==> config.mk <==
export PLATFORM = sky130hd
export DESIGN_NAME = alu_arbiter
export DESIGN_NICKNAME = d
export VERILOG_FILES = /design/src/rtl/alu_arbiter.sv
export SDC_FILE = /design/constraint.sdc
export NUM_CORES = 1
export LEC_CHECK = 0
export ABC_AREA = 1
export CAP_MARGIN = 20
export CORE_MARGIN = 5
export CORE_UTILIZATION = 43
export CTS_BUF_LIST = sky130_fd_sc_hd__clkbuf_8
export DETAILED_ROUTE_END_ITERATION = 10
export PLACE_DENSITY = 0.95
export SLEW_MARGIN = 5
export SYNTH_ARGS = -nofsm -noshare
export SYNTH_HDL_FRONTEND = slang
export SYNTH_SLANG_ARGS = --single-unit
==> constraint.sdc <==
create_clock -name clk -period 3.4 [get_ports clk]
set_clock_uncertainty 0.15 [all_clocks]
set_input_delay 0.68 -clock clk [delete_from_list [all_inputs] [get_ports clk]]
set_output_delay 0.68 -clock clk [all_outputs]
set_load 0.005 [all_outputs]
==> src/rtl/alu_arbiter.sv <==
// alu_arbiter: round-robin arbiter giving two requesters one-at-a-time access to a shared combinational ALU.
module alu_arbiter #(
    parameter int WIDTH = 32
) (
    input  logic               clk,
    input  logic               rst_n,
    input  logic [1:0]         req_valid,
    output logic [1:0]         req_ready,
    input  logic [5:0]         req_funct3,
    input  logic [13:0]        req_funct7,
    input  logic [2*WIDTH-1:0] req_a,
    input  logic [2*WIDTH-1:0] req_b,
    output logic [WIDTH-1:0]   alu_a,
    output logic [WIDTH-1:0]   alu_b,
    output logic [2:0]         alu_ctrl,
    input  logic [WIDTH-1:0]   alu_result,
    output logic [1:0]         resp_valid,
    input  logic [1:0]         resp_ready,
    output logic [WIDTH-1:0]   resp_data,
    output logic               resp_err
);
    typedef enum logic [1:0] {IDLE, ISSUE, RESP} state_t;
    state_t state, state_nxt;
    logic ptr, gnt, sel, sel_ok;
    logic [3:0] sel_code;
    logic [2:0] ctrl, sel_ctrl;
    logic [WIDTH-1:0] op_a, op_b;
    logic unused_f7;
    assign unused_f7 = ^{req_funct7[13], req_funct7[11:6], req_funct7[4:0]};
    always_comb begin
        sel = (req_valid == 2'b11) ? ptr : req_valid[1];
        sel_code = sel ? {req_funct7[12], req_funct3[5:3]} : {req_funct7[5], req_funct3[2:0]};
        sel_ok = 1'b1;
        sel_ctrl = 3'b000;
        case (sel_code)
            4'b0000: sel_ctrl = 3'b001;
            4'b1000: sel_ctrl = 3'b000;
            4'b0111: sel_ctrl = 3'b010;
            4'b0110: sel_ctrl = 3'b011;
            4'b0001: sel_ctrl = 3'b100;
            4'b0010: sel_ctrl = 3'b110;
            default: sel_ok = 1'b0;
        endcase
        state_nxt = state;
        case (state)
            IDLE:    state_nxt = |req_valid ? (sel_ok ? ISSUE : RESP) : IDLE;
            ISSUE:   state_nxt = RESP;
            RESP:    state_nxt = resp_ready[gnt] ? IDLE : RESP;
            default: state_nxt = IDLE;
        endcase
    end
    // rst_n gating keeps the accept strobe low while reset is held
    assign req_ready  = (state == IDLE && rst_n && |req_valid) ? (2'b01 << sel) : 2'b00;
    assign resp_valid = (state == RESP) ? (2'b01 << gnt) : 2'b00;
    assign alu_a      = (state == ISSUE) ? op_a : '0;
    assign alu_b      = (state == ISSUE) ? op_b : '0;
    assign alu_ctrl   = (state == ISSUE) ? ctrl : 3'b000;
    always_ff @(posedge clk or negedge rst_n) begin
        if (!rst_n) begin
            state     <= IDLE;
            ptr       <= 1'b0;
            gnt       <= 1'b0;
            ctrl      <= 3'b000;
            op_a      <= '0;
            op_b      <= '0;
            resp_data <= '0;
            resp_err  <= 1'b0;
        end else begin
            state <= state_nxt;
            case (state)
                IDLE: if (|req_valid) begin
                    gnt       <= sel;
                    ctrl      <= sel_ctrl;
                    op_a      <= sel ? req_a[2*WIDTH-1:WIDTH] : req_a[WIDTH-1:0];
                    op_b      <= sel ? req_b[2*WIDTH-1:WIDTH] : req_b[WIDTH-1:0];
                    resp_data <= '0;
                    resp_err  <= !sel_ok;
                end
                ISSUE: resp_data <= alu_result;
                RESP: if (resp_ready[gnt]) ptr <= !gnt;
                default: ;
            endcase
        end
    end
endmodule

=== Yosys cells after proc, flatten, opt, wreduce, memory -nomap -nowiden ===
Index checks and enable logic that the tools add are counted.
W data, S select, Z words.

* Input bits: 186
* Bits in registers: 104
* Logic and storage cells: 51
* Output and inout port bits: 104

* Equal/unequal tests: 9
* $lt $le $gt $ge: 1
* Shift operators: 2
* Reductions and logical operators: 12
* Mux-type cells: 19

{| class="wikitable"
|+ Operators with widths
! operator !! count
|-
| $mux W32 || 5
|-
| $pmux W32 S2 || 1
|-
| $pmux W3 S5 || 1
|-
| $mux W2 || 5
|-
| $eq A4 B3 Y1 const B || 2
|-
| $pmux W2 S3 || 1
|-
| $reduce_and A2 Y1 || 3
|-
| $reduce_or A6 Y1 || 1
|-
| $eq A2 B2 Y1 const B || 2
|-
| $eq A4 B1 Y1 const B || 1
|-
| $eq A4 B2 Y1 const B || 1
|-
| $eq A4 B4 Y1 const B || 1
|-
| $logic_not A4 Y1 || 1
|-
| $mux W1 || 4
|-
| $mux W4 || 1
|-
| $shl A1 B1 Y2 const A || 2
|-
| $mux W3 || 1
|-
| $eq A2 B1 Y1 const B || 1
|-
| $logic_and A1 B1 Y1 || 2
|-
| $logic_not A1 Y1 || 2
|-
| $logic_not A2 Y1 || 1
|-
| $lt A1 B2 Y1 const B || 1
|-
| $ne A2 B1 Y1 const B || 1
|-
| $reduce_bool A2 Y1 || 1
|-
| $reduce_or A2 Y1 || 1
|}

=== Depth between registers and ports, before layout ===
Gate-level depths: netlist (run 1).

* Word-level depth: 9
* Mapped depth: 10
* Depth with buffers taken out: 10

=== Worst setup path before layout (run 1) ===
OpenSTA, ideal clock, no wires.

* Path type: in2out
* From: input port req_valid[1]
* To: output port req_ready[1]
* Stages on the path: 8
* Buffers on the path: 3
* Setup slack: 1018 ps
* Required time: 2570 ps
* Arrival: 1552 ps
* Cell sequence: buf_6 -> or2_1 -> nand3_2 -> inv_2 -> buf_6 -> buf_6 -> nand2_1 -> nor2_1

* Longest elaborated chain between the ends: 4
* Elaborated cells between the ends (all ways): 6
* Those cells by class: eq/ne (1); shift (1); mux (2); reduce/logical (2)

{| class="wikitable"
|+ Ends and longest elaborated chain
! element !! line !! RTL
|-
| start: declaration || 7 || <nowiki>input logic [1:0] req_valid,</nowiki>
|-
| $eq A2 B2 Y1 || 31 || <nowiki>sel = (req_valid == 2'b11) ? ptr : req_valid[1];</nowiki>
|-
| $mux W1 || 31 ||
|-
| $shl A1 B1 Y2 || 53 || <nowiki>assign req_ready = (state == IDLE && rst_n && |req_valid) ? (2'b01 << sel) : 2'b00;</nowiki>
|-
| $mux W2 * || 53 ||
|-
| end: declaration || 8 || <nowiki>output logic [1:0] req_ready,</nowiki>
|}

Mark *: on every way between the ends. The rest lies on a longest branch, timed or not.

=== Final worst setup path (run 1) ===
* From: register state[0]
* To: output port alu_b[22]

* Longest elaborated chain between the ends: 2

{| class="wikitable"
|+ Ends and longest elaborated chain
! element !! line !! RTL
|-
| start: declaration || 23 || <nowiki>state_t state, state_nxt;</nowiki>
|-
| start signal: assignment || 69 || <nowiki>state <= state_nxt;</nowiki>
|-
| $eq A2 B1 Y1 || 56 || <nowiki>assign alu_b = (state == ISSUE) ? op_b : '0;</nowiki>
|-
| $mux W32 || 56 ||
|-
| end: declaration || 14 || <nowiki>output logic [WIDTH-1:0] alu_b,</nowiki>
|}

Every way passes these cells.

==> summary.md, run 1 <==
Worst setup path
- type of destination of the critical path: output pin
- CP max-delay cell: sky130_fd_sc_hd__clkdlybuf4s50_1
- CP Cell Sequence: inv_1 > nor2_2 > inv_2 > buf_4 > nor2_1 > clkdlybuf4s50_1
- delay of the slowest cell on the worst path: 0.46 ns
- critical path class: flop to output pin
- kind of start point of the critical path: flop
- arrival time worst endpoint: 2.21 ns
- highest net fanout along the worst path: 30
- required time at the endpoint of the critical path: 2.57 ns

Route
- violation count after the first detailed-routing iteration: 346
- final antenna-violating net count: 0
- routed wire length: 17660 µm
- vias post-DR: 5398
- remaining design rule violation count: 0
- routed wire length per instance: 16.71 µm
- length of the first detailed-routing pass in iterations: 4
- ratio of routed vias to standard cells: 5.107

STA
- post-route clock period utilization: 89.40%
- highest clock frequency the design can meet: 329.0 MHz
- final setup fails: 0
- count of endpoints failing hold in the final timing report: 0
- final total negative setup slack: 0 ns
- Final Hold Slack: 0.2785 ns
- Slew Limit Fails: 0
- fin crit period: 3.040 ns
- RSZ-0062 raised after global routing: no
- final worst slack: 0.3604 ns
- remaining max-slew budget at the tightest pin: 52.48%
- Least-Margin Pin Slew: 0.7127 ns

Outcome
- status: complete, no violations

CTS
- Post-CTS Setup Repair Bufs: 0
- CTS buffer count: 9
- CTS tree: yes
- Max Root-Sink Buffers: 2
- clock insertion delay at the later pin of the skew report: 0.37 ns
- # H-tree levels: 3
- clk root buf: sky130_fd_sc_hd__clkbuf_8
- CTS hold repair buffers: 0
- Resized Gates After CTS: 0
- clock-pin transition on the worst setup and hold timing paths: 0.10 ns
- clock net sink count: 104

Cells and area
- filler cell count in the final layout: 846
- Total Nets Final: 1095
- area growth from synthesis to final layout: 59.70%
- number of diodes: 0
- non-filler cells, final: 1057
- fraction of layout instances using a drive strength above 1: 4.486%

Synthesis
- fraction of synthesis flops using an asynchronous set or reset pin: 100.0%
- most frequent cells after synthesis: sky130_fd_sc_hd__nor2_1, sky130_fd_sc_hd__dfrtp_1, sky130_fd_sc_hd__nand2_1
- Yosys warning count: 0
- cell type with the largest total area after synthesis: sky130_fd_sc_hd__dfrtp_1
- most numerous cell in the Yosys netlist: sky130_fd_sc_hd__nor2_1
- area of the mapped netlist: 5114 µm²
- fraction of post-synthesis cell area in the top cell type by area: 50.89%
- #FFs+latches synth: 104
- count of flip-flops with a built-in enable after synthesis: 0
- Post-synth top flop: sky130_fd_sc_hd__dfrtp_1
- top area cells in the synthesized netlist: sky130_fd_sc_hd__dfrtp_1, sky130_fd_sc_hd__nor2_1, sky130_fd_sc_hd__o22ai_1
- syn_nets: 840
- Yosys cell types: 23
- Post-Syn Area per Cell: 7.819 µm²
- synthesized netlist cell count: 654
- post-synthesis sequential area ratio: 50.89%

Power
- power density relative to cell area: 613.1 nW/µm²
- power consumption: 5.007 mW
- maximum vdd ir drop: 1.010 mV
- leakage power summed over all cells: 3.749 nW

Floorplan
- Die Width: 119.1 µm
- core area: 11520 µm²
- Die ar.: 14170 µm²
- # IOs: 290
- initial cell density of the core: 44.40%
- vertical die dimension: 119.1 µm
- Site Rows: 39

Worst hold path
- kind of path behind the tightest hold check: input port to asynchronous set/reset pin

Global route
- largest net degree at the start of global routing: 133
- overflow left after global routing: 0
- antenna violations before repair: 0
- Tot GR Track Use: 24.32%
- global-route wire length before repair: 27710 µm
- via count of the first global-routing pass: 5391

Run
- max-cap viol count: 0

Placed design
- routability congestion estimate from global placement: 0.8465
- Inst Count DP: 1041
- IO buf count: 277
- minimum setup slack after placement: 0.3903 ns
- half-perimeter wire length after detailed placement: 12690 µm

==> routing by layer <==
layer  wire, µm  up-vias  track usage, %
li1           -     2598               -
met1       6687     2505           27.84
met2       8643      247           41.05
met3       1614       48           8.483
met4        718        0           10.93
met5          0        -               0
==> flip-flops by register name, summed over array words and instances, names as in the netlist <==
register and flops:
resp_data 32, ptr 1, ctrl 3, op_a 32, state 2, op_b 32
gnt 1, resp_err 1
==> power by group <==
group	switching, mW	internal, mW
sequential	0.179	1.75
combinational	1.18	0.962
clock	0.442	0.490
total	1.80	3.20
==> through the flow <==
step	area, µm²	utilization (%)
floorplan	5114	-
global placement	7923	68.80
detailed placement	7923	68.80
CTS	8167	70.91
global route	8167	70.91
finish	8167	70.91
==> cell families after synthesis <==
| kind of cell | count (synthesis) | synth area share [%] |
|---|---|---|
| AND/OR/NAND/NOR | 283 | 22.31 |
| flip-flops | 104 | 50.89 |
| buffers and inverters | 131 | 11.40 |
| AO/OA/AOI/OAI | 136 | 15.39 |
==> path summary, 6_finish.rpt <==
path / slack, ns / cells past startpoint / endpoint / startpoint
max in group asynchronous: 1.68 / 3 / op_b[14] / rst_n
min in group clk: 0.34 / 2 / ctrl[2] / ctrl[2]
min: 0.28 / 2 / op_a[19] / rst_n
max: 0.36 / 6 / alu_b[22] / state[0]
max reg2reg: 1.41 / 7 / resp_data[17] / state[0]
min reg2reg: 0.34 / 2 / ctrl[2] / ctrl[2]
==> final cells by class <==
cell class                      count  area (µm²)  share of cell area [%]
Sequential cell                   104        2603                   31.87
Multi-Input combinational cell    419        1928                   23.61
Clock buffer                        9       123.9                   1.517
Clock inverter                      7       120.1                   1.471
Timing Repair Buffer              290        2893                   35.42
Inverter                           85       320.3                   3.922
Tap cell                          143       178.9                   2.191
==> worst max-delay path: cells and delay by family (launching register included) <==
family / cells / cell delay (ns)
buffers and inverters: 4 / 1.30
flip-flops: 1 / 0.40
AND/OR/NAND/NOR: 2 / 0.12
==> cell usage in the layout, fill, tap and decap left out, types with 4 or more instances in the layout <==
cell,count
sky130_fd_sc_hd__a21oi_1,4
sky130_fd_sc_hd__buf_4,12
sky130_fd_sc_hd__clkbuf_8,9
sky130_fd_sc_hd__clkdlybuf4s50_1,276
sky130_fd_sc_hd__dfrtp_1,104
sky130_fd_sc_hd__inv_1,82
sky130_fd_sc_hd__nand2_1,94
sky130_fd_sc_hd__nand3_1,42
sky130_fd_sc_hd__nor2_1,140
sky130_fd_sc_hd__o21ai_0,60
sky130_fd_sc_hd__o21ai_1,7
sky130_fd_sc_hd__o22ai_1,60
sky130_fd_sc_hd__o22ai_2,4
Power figures use the tool's default switching activity.
==> run 2, diff against run 1 <==
--- a/config.mk
+++ b/config.mk
@@ -7,11 +7,11 @@
 export LEC_CHECK = 0
 export ABC_AREA = 1
 export CAP_MARGIN = 20
-export CORE_MARGIN = 5
-export CORE_UTILIZATION = 43
+export CORE_MARGIN = 3
+export CORE_UTILIZATION = 30
 export CTS_BUF_LIST = sky130_fd_sc_hd__clkbuf_8
 export DETAILED_ROUTE_END_ITERATION = 10
-export PLACE_DENSITY = 0.95
+export PLACE_DENSITY = 0.73
 export SLEW_MARGIN = 5
 export SYNTH_ARGS = -nofsm -noshare
 export SYNTH_HDL_FRONTEND = slang
==> summary.md, run 2 (same netlist as run 1, synthesis figures left out) <==
Placed design
- routability congestion estimate from global placement: 0.7598, -10%
- half-perimeter wire length after detailed placement: 11520 µm, -9.3%
- IO buf count: 277, unchanged

Route
- length of the first detailed-routing pass in iterations: 4, unchanged
- ratio of routed vias to standard cells: 4.558, -11%
- final antenna-violating net count: 0, unchanged
- vias post-DR: 5160, -4.4%
- remaining design rule violation count: 0, unchanged
- routed wire length per instance: 14.58 µm, -13%
- violation count after the first detailed-routing iteration: 213, -38%
- routed wire length: 16510 µm, -6.6%

STA
- remaining max-slew budget at the tightest pin: 53.38%, +0.90 points
- Slew Limit Fails: 0, unchanged
- highest clock frequency the design can meet: 324.0 MHz, -1.5%
- final total negative setup slack: 0 ns, unchanged
- Least-Margin Pin Slew: 0.6992 ns, -0.01350 ns
- post-route clock period utilization: 90.76%, +1.4 points
- Final Hold Slack: 0.3249 ns, +0.04641 ns
- fin crit period: 3.086 ns, +0.04643 ns
- RSZ-0062 raised after global routing: no
- count of endpoints failing hold in the final timing report: 0, unchanged
- final setup fails: 0, unchanged

CTS
- clock net sink count: 104, unchanged
- # H-tree levels: 3, unchanged
- CTS buffer count: 9, unchanged
- clock insertion delay at the later pin of the skew report: 0.37 ns, about the same
- CTS hold repair buffers: 0, unchanged
- clk root buf: sky130_fd_sc_hd__clkbuf_8
- CTS tree: yes
- Max Root-Sink Buffers: 2, unchanged
- clock-pin transition on the worst setup and hold timing paths: 0.11 ns, about the same
- Post-CTS Setup Repair Bufs: 0, unchanged
- Resized Gates After CTS: 0, unchanged

Worst setup path
- critical path class: input port to output pin
- delay of the slowest cell on the worst path: 0.56 ns, +0.10 ns
- worst reg-to-reg path cell count: 7, unchanged
- type of destination of the critical path: output pin
- beginning of the worst register-to-register path: ptr
- kind of start point of the critical path: input port
- CP max-delay cell: sky130_fd_sc_hd__clkdlybuf4s50_1
- R2R Path End: op_b[6]
- arrival time worst endpoint: 2.26 ns, +0.05 ns
- CP Cell Sequence: clkdlybuf4s50_1 > or2_1 > nand3_2 > clkinv_2 > nand2_1 > nor2_1 > clkdlybuf4s50_1
- highest net fanout along the worst path: 5, -83%
- Most Frequent Cell on Critical Path: sky130_fd_sc_hd__clkdlybuf4s50_1
- count of buffering cells on the critical path with inverters included: 3, -1
- required time at the endpoint of the critical path: 2.57 ns, about the same
- family with the most delay on the worst path: buffers and inverters
- flop2flop setup slack: 1.46 ns, +0.05 ns

Run
- max-cap viol count: 0, unchanged

Floorplan
- Site Rows: 47, +21%
- Die ar.: 18650 µm², +32%
- initial cell density of the core: 30.73%, -14 points
- core area: 16640 µm², +45%
- Die Width: 136.6 µm, +15%
- vertical die dimension: 136.6 µm, +15%
- # IOs: 290, unchanged

Global route
- global-route wire length before repair: 25570 µm, -7.7%
- via count of the first global-routing pass: 5051, -6.3%
- overflow left after global routing: 0, unchanged
- largest net degree at the start of global routing: 133, unchanged
- Tot GR Track Use: 17.23%, -7.1 points
- antenna violations before repair: 0, unchanged

Worst hold path
- kind of path behind the tightest hold check: input port to asynchronous set/reset pin

Cells and area
- area growth from synthesis to final layout: 59.85%, about the same
- number of diodes: 0, unchanged
- fraction of layout instances using a drive strength above 1: 4.276%, -0.21 points
- most common library cell in the layout ignoring fill and taps: sky130_fd_sc_hd__clkdlybuf4s50_1
- filler cell count in the final layout: 1648, +95%
- biggest registers after layout: op_a (32), op_b (32), resp_data (32)
- Total Nets Final: 1093, -0.18%
- most frequent cells in the layout: sky130_fd_sc_hd__clkdlybuf4s50_1, sky130_fd_sc_hd__nor2_1, sky130_fd_sc_hd__dfrtp_1

Power
- power density relative to cell area: 577.9 nW/µm², -5.7%
- leakage power summed over all cells: 3.714 nW, -0.93%
- maximum vdd ir drop: 0.8608 mV, -15%

Outcome
- status: complete, no violations

## run 2: metal layers
layer  routed length, µm  global-route usage, %
met4                 237                  4.199
met2                7763                  28.86
met1                7063                  21.18
met3                1441                  6.213
met5                   0                      0
## run 2: cell type report
cell class              instances  area (µm²)  area share (%)
repair buffers                288        2878           35.21
inverters                      85       320.3           3.919
well taps                     220       275.3           3.368
clock inverters                 7       46.29          0.5664
multi-input cells             419        1928           23.59
clock buffers                   9       123.9           1.515
flip-flops and latches        104        2603           31.84
## run 2: where the power goes
group / switching [mW] / total, mW / internal (mW)
registers: 0.159 / 1.91 / 1.75
clock network: 0.453 / 0.721 / 0.267
logic: 1.14 / 2.10 / 0.958
total: 1.75 / 4.72 / 2.97
## run 2: how the worst max path moves through the flow
stage	cells past startpoint	to	from	slack, ns
floorplan	8	req_ready[1]	req_valid[1]	1.02
global placement	7	req_ready[1]	req_valid[1]	0.31
detailed placement	7	req_ready[1]	req_valid[1]	0.32
CTS	7	req_ready[1]	req_valid[1]	0.31
global route	6	req_ready[0]	req_valid[0]	0.19
finish	7	req_ready[1]	req_valid[1]	0.31
## run 2: worst reg2reg max path, delay by kind of cell, from the launching register on
family	cells	cell delay [ns]
buffers and inverters	3	0.65
AND/OR/NAND/NOR	2	0.28
flip-flops	1	0.34
AO/OA/AOI/OAI	2	0.42
## run 2: stage by stage
stage | utilization [%] | cells | setup slack [ns] | total power [mW] | instance area [µm²]
after global placement | 48.09 | 1116 | 0.3103 | 3.995 | 8004
after detailed placement | 48.09 | 1116 | 0.3195 | 4.048 | 8004
after floorplan | - | 654 | 1.018 | 3.233 | 5114
after global routing | 49.12 | 1132 | 0.1914 | 5.131 | 8174
after CTS | 49.12 | 1132 | 0.3054 | 4.797 | 8174
final | 49.12 | 1132 | 0.3140 | 4.724 | 8174
==> run 3, diff against run 2 <==
--- a/config.mk
+++ b/config.mk
@@ -6,12 +6,11 @@
 export NUM_CORES = 1
 export LEC_CHECK = 0
 export ABC_AREA = 1
-export CAP_MARGIN = 20
 export CORE_MARGIN = 3
 export CORE_UTILIZATION = 30
 export CTS_BUF_LIST = sky130_fd_sc_hd__clkbuf_8
 export DETAILED_ROUTE_END_ITERATION = 10
-export PLACE_DENSITY = 0.73
+export PLACE_DENSITY = 0.68
 export SLEW_MARGIN = 5
 export SYNTH_ARGS = -nofsm -noshare
 export SYNTH_HDL_FRONTEND = slang
==> summary.md, run 3 (same netlist as run 1, synthesis figures left out) <==
STA
- highest clock frequency the design can meet: 332.1 MHz, +2.5%
- Slew Limit Fails: 0, unchanged
- final setup fails: 0, unchanged
- post-route clock period utilization: 88.57%, -2.2 points
- fin crit period: 3.011 ns, -0.07449 ns
- RSZ-0062 raised after global routing: no
- final worst slack: 0.3885 ns, +0.07449 ns
- final total negative setup slack: 0 ns, unchanged
- count of endpoints failing hold in the final timing report: 0, unchanged
- remaining max-slew budget at the tightest pin: 41.20%, -12 points
- Least-Margin Pin Slew: 0.8819 ns, +0.1827 ns

Power
- power consumption: 4.799 mW, +1.6%
- Cell Int Power: 3.051 mW, +2.6%
- power density relative to cell area: 585.8 nW/µm², +1.4%
- share of power burned in the clock network: 16.8%, +1.5 points
- maximum vdd ir drop: 0.4997 mV, -42%
- Switching Power: 1.748 mW, -0.15%
- share of power burned in combinational logic: 43.4%, -1.0 points
- sw frac: 36.42%, -0.63 points
- leakage power summed over all cells: 3.719 nW, +0.14%
- Sequential Power Share: 39.7%, -0.7 points

CTS
- clock-pin transition on the worst setup and hold timing paths: 0.10 ns, about the same
- Resized Gates After CTS: 0, unchanged
- clock insertion delay at the later pin of the skew report: 0.37 ns, about the same
- CTS buffer count: 9, unchanged
- CTS tree: yes
- clk root buf: sky130_fd_sc_hd__clkbuf_8
- # H-tree levels: 3, unchanged
- clock net sink count: 104, unchanged
- Max Root-Sink Buffers: 2, unchanged
- Post-CTS Setup Repair Bufs: 0, unchanged
- CTS hold repair buffers: 0, unchanged

Route
- routed wire length per instance: 14.77 µm, +1.3%
- routed wire length: 16720 µm, +1.3%
- vias post-DR: 5133, -0.52%
- remaining design rule violation count: 0, unchanged
- ratio of routed vias to standard cells: 4.534, -0.52%
- length of the first detailed-routing pass in iterations: 4, unchanged
- final antenna-violating net count: 0, unchanged
- violation count after the first detailed-routing iteration: 183, -14%

Worst setup path
- flop2flop setup slack: 1.25 ns, -0.21 ns
- required time at the endpoint of the critical path: 2.57 ns, about the same
- critical path class: input port to output pin
- highest net fanout along the worst path: 3, -2
- kind of start point of the critical path: input port
- arrival time worst endpoint: 2.18 ns, -0.08 ns
- type of destination of the critical path: output pin

Cells and area
- most common library cell in the layout ignoring fill and taps: sky130_fd_sc_hd__clkdlybuf4s50_1
- most frequent cells in the layout: sky130_fd_sc_hd__clkdlybuf4s50_1, sky130_fd_sc_hd__nor2_1, sky130_fd_sc_hd__dfrtp_1
- multi-input combinational cell area: 1928 µm², unchanged
- utilization after layout: 49.22%, +0.11 points
- sequential standard cell area: 2603 µm², unchanged
- biggest registers after layout: op_a (32), op_b (32), resp_data (32)
- non-filler cells, final: 1132, unchanged
- number of diodes: 0, unchanged
- filler cell count in the final layout: 1654, +0.36%
- fraction of layout instances using a drive strength above 1: 4.276%, unchanged
- Total Nets Final: 1093, unchanged
- area growth from synthesis to final layout: 60.19%

Placed design
- routability congestion estimate from global placement: 0.8373, +10%
- half-perimeter wire length after detailed placement: 11470 µm, -0.42%
- IO buf count: 277, unchanged
- Inst Count DP: 1116, unchanged
- minimum setup slack after placement: 0.4160 ns, +0.09652 ns

Global route
- global-route wire length before repair: 25670 µm, +0.40%
- antenna violations before repair: 0, unchanged
- overflow left after global routing: 0, unchanged
- Tot GR Track Use: 17.47%, +0.24 points
- largest net degree at the start of global routing: 133, unchanged
- via count of the first global-routing pass: 5057, +0.12%

Worst hold path
- kind of path behind the tightest hold check: input port to asynchronous set/reset pin

Floorplan
- Die ar.: 18650 µm², unchanged
- # IOs: 290, unchanged
- core area: 16640 µm², unchanged
- Site Rows: 47, unchanged
- Die Width: 136.6 µm, unchanged
- initial cell density of the core: 30.73%, unchanged
- vertical die dimension: 136.6 µm, unchanged

Run
- max-cap viol count: 0, unchanged

Outcome
- status: complete, no violations

## run 3: cell count changes in the layout (fill, tap and decap cells not counted), sizes merged
cell / change
clkinv: -3
inv: +2
bufinv: +1
## run 3: worst max-delay path, stage by stage
cell,delay (ns)
sky130_fd_sc_hd__clkdlybuf4s50_1,0.48
sky130_fd_sc_hd__or2_1,0.13
sky130_fd_sc_hd__nand3_2,0.11
sky130_fd_sc_hd__clkinv_2,0.09
sky130_fd_sc_hd__nand2_1,0.06
sky130_fd_sc_hd__nor2_1,0.10
sky130_fd_sc_hd__clkdlybuf4s50_1,0.53
## run 3: power by group through the flow
stage	logic (mW)	registers (mW)	clock network (mW)
global placement	2.08	1.92	0
detailed placement	2.11	1.93	0
CTS	2.12	1.91	0.854
global route	2.37	1.96	0.888
floorplan	1.32	1.91	0
finish	2.08	1.91	0.808
## run 3: final timing paths
kind,from,endpoint,cells after the start
worst min register to register,resp_err,resp_err,2
worst max-delay path,req_valid[0],req_ready[1],7
max in group asynchronous,rst_n,op_a[3],3
min in group clk,resp_err,resp_err,2
worst max register to register,ptr,state[1],11
worst min-delay path,rst_n,op_a[18],2
## run 3: layout make-up
cell class              count  area share [%]
clock buffers               9           1.512
multi-input cells         419           23.54
clock inverters             7          0.9164
well taps                 220           3.360
inverters                  85           3.925
flip-flops and latches    104           31.77
repair buffers            288           34.98
## run 3: routing by layer
metal / up-vias / global-route usage [%] / part of all wire, %
li1: 2593 / - / -
met1: 2351 / 20.15 / 41
met2: 171 / 30.53 / 48
met3: 18 / 6.360 / 8.8
met4: 0 / 4.759 / 1.7
met5: - / 0 / 0
## run 3: stage by stage
| step | hold slack, ns | cell area, µm² |
|---|---|---|
| finish | 0.2562 | 8192 |
| global route | 0.2720 | 8192 |
| CTS | 0.2373 | 8192 |
| detailed placement | 0.3221 | 7993 |
| global placement | 0.3243 | 7993 |
| floorplan | 0.2344 | 5114 |
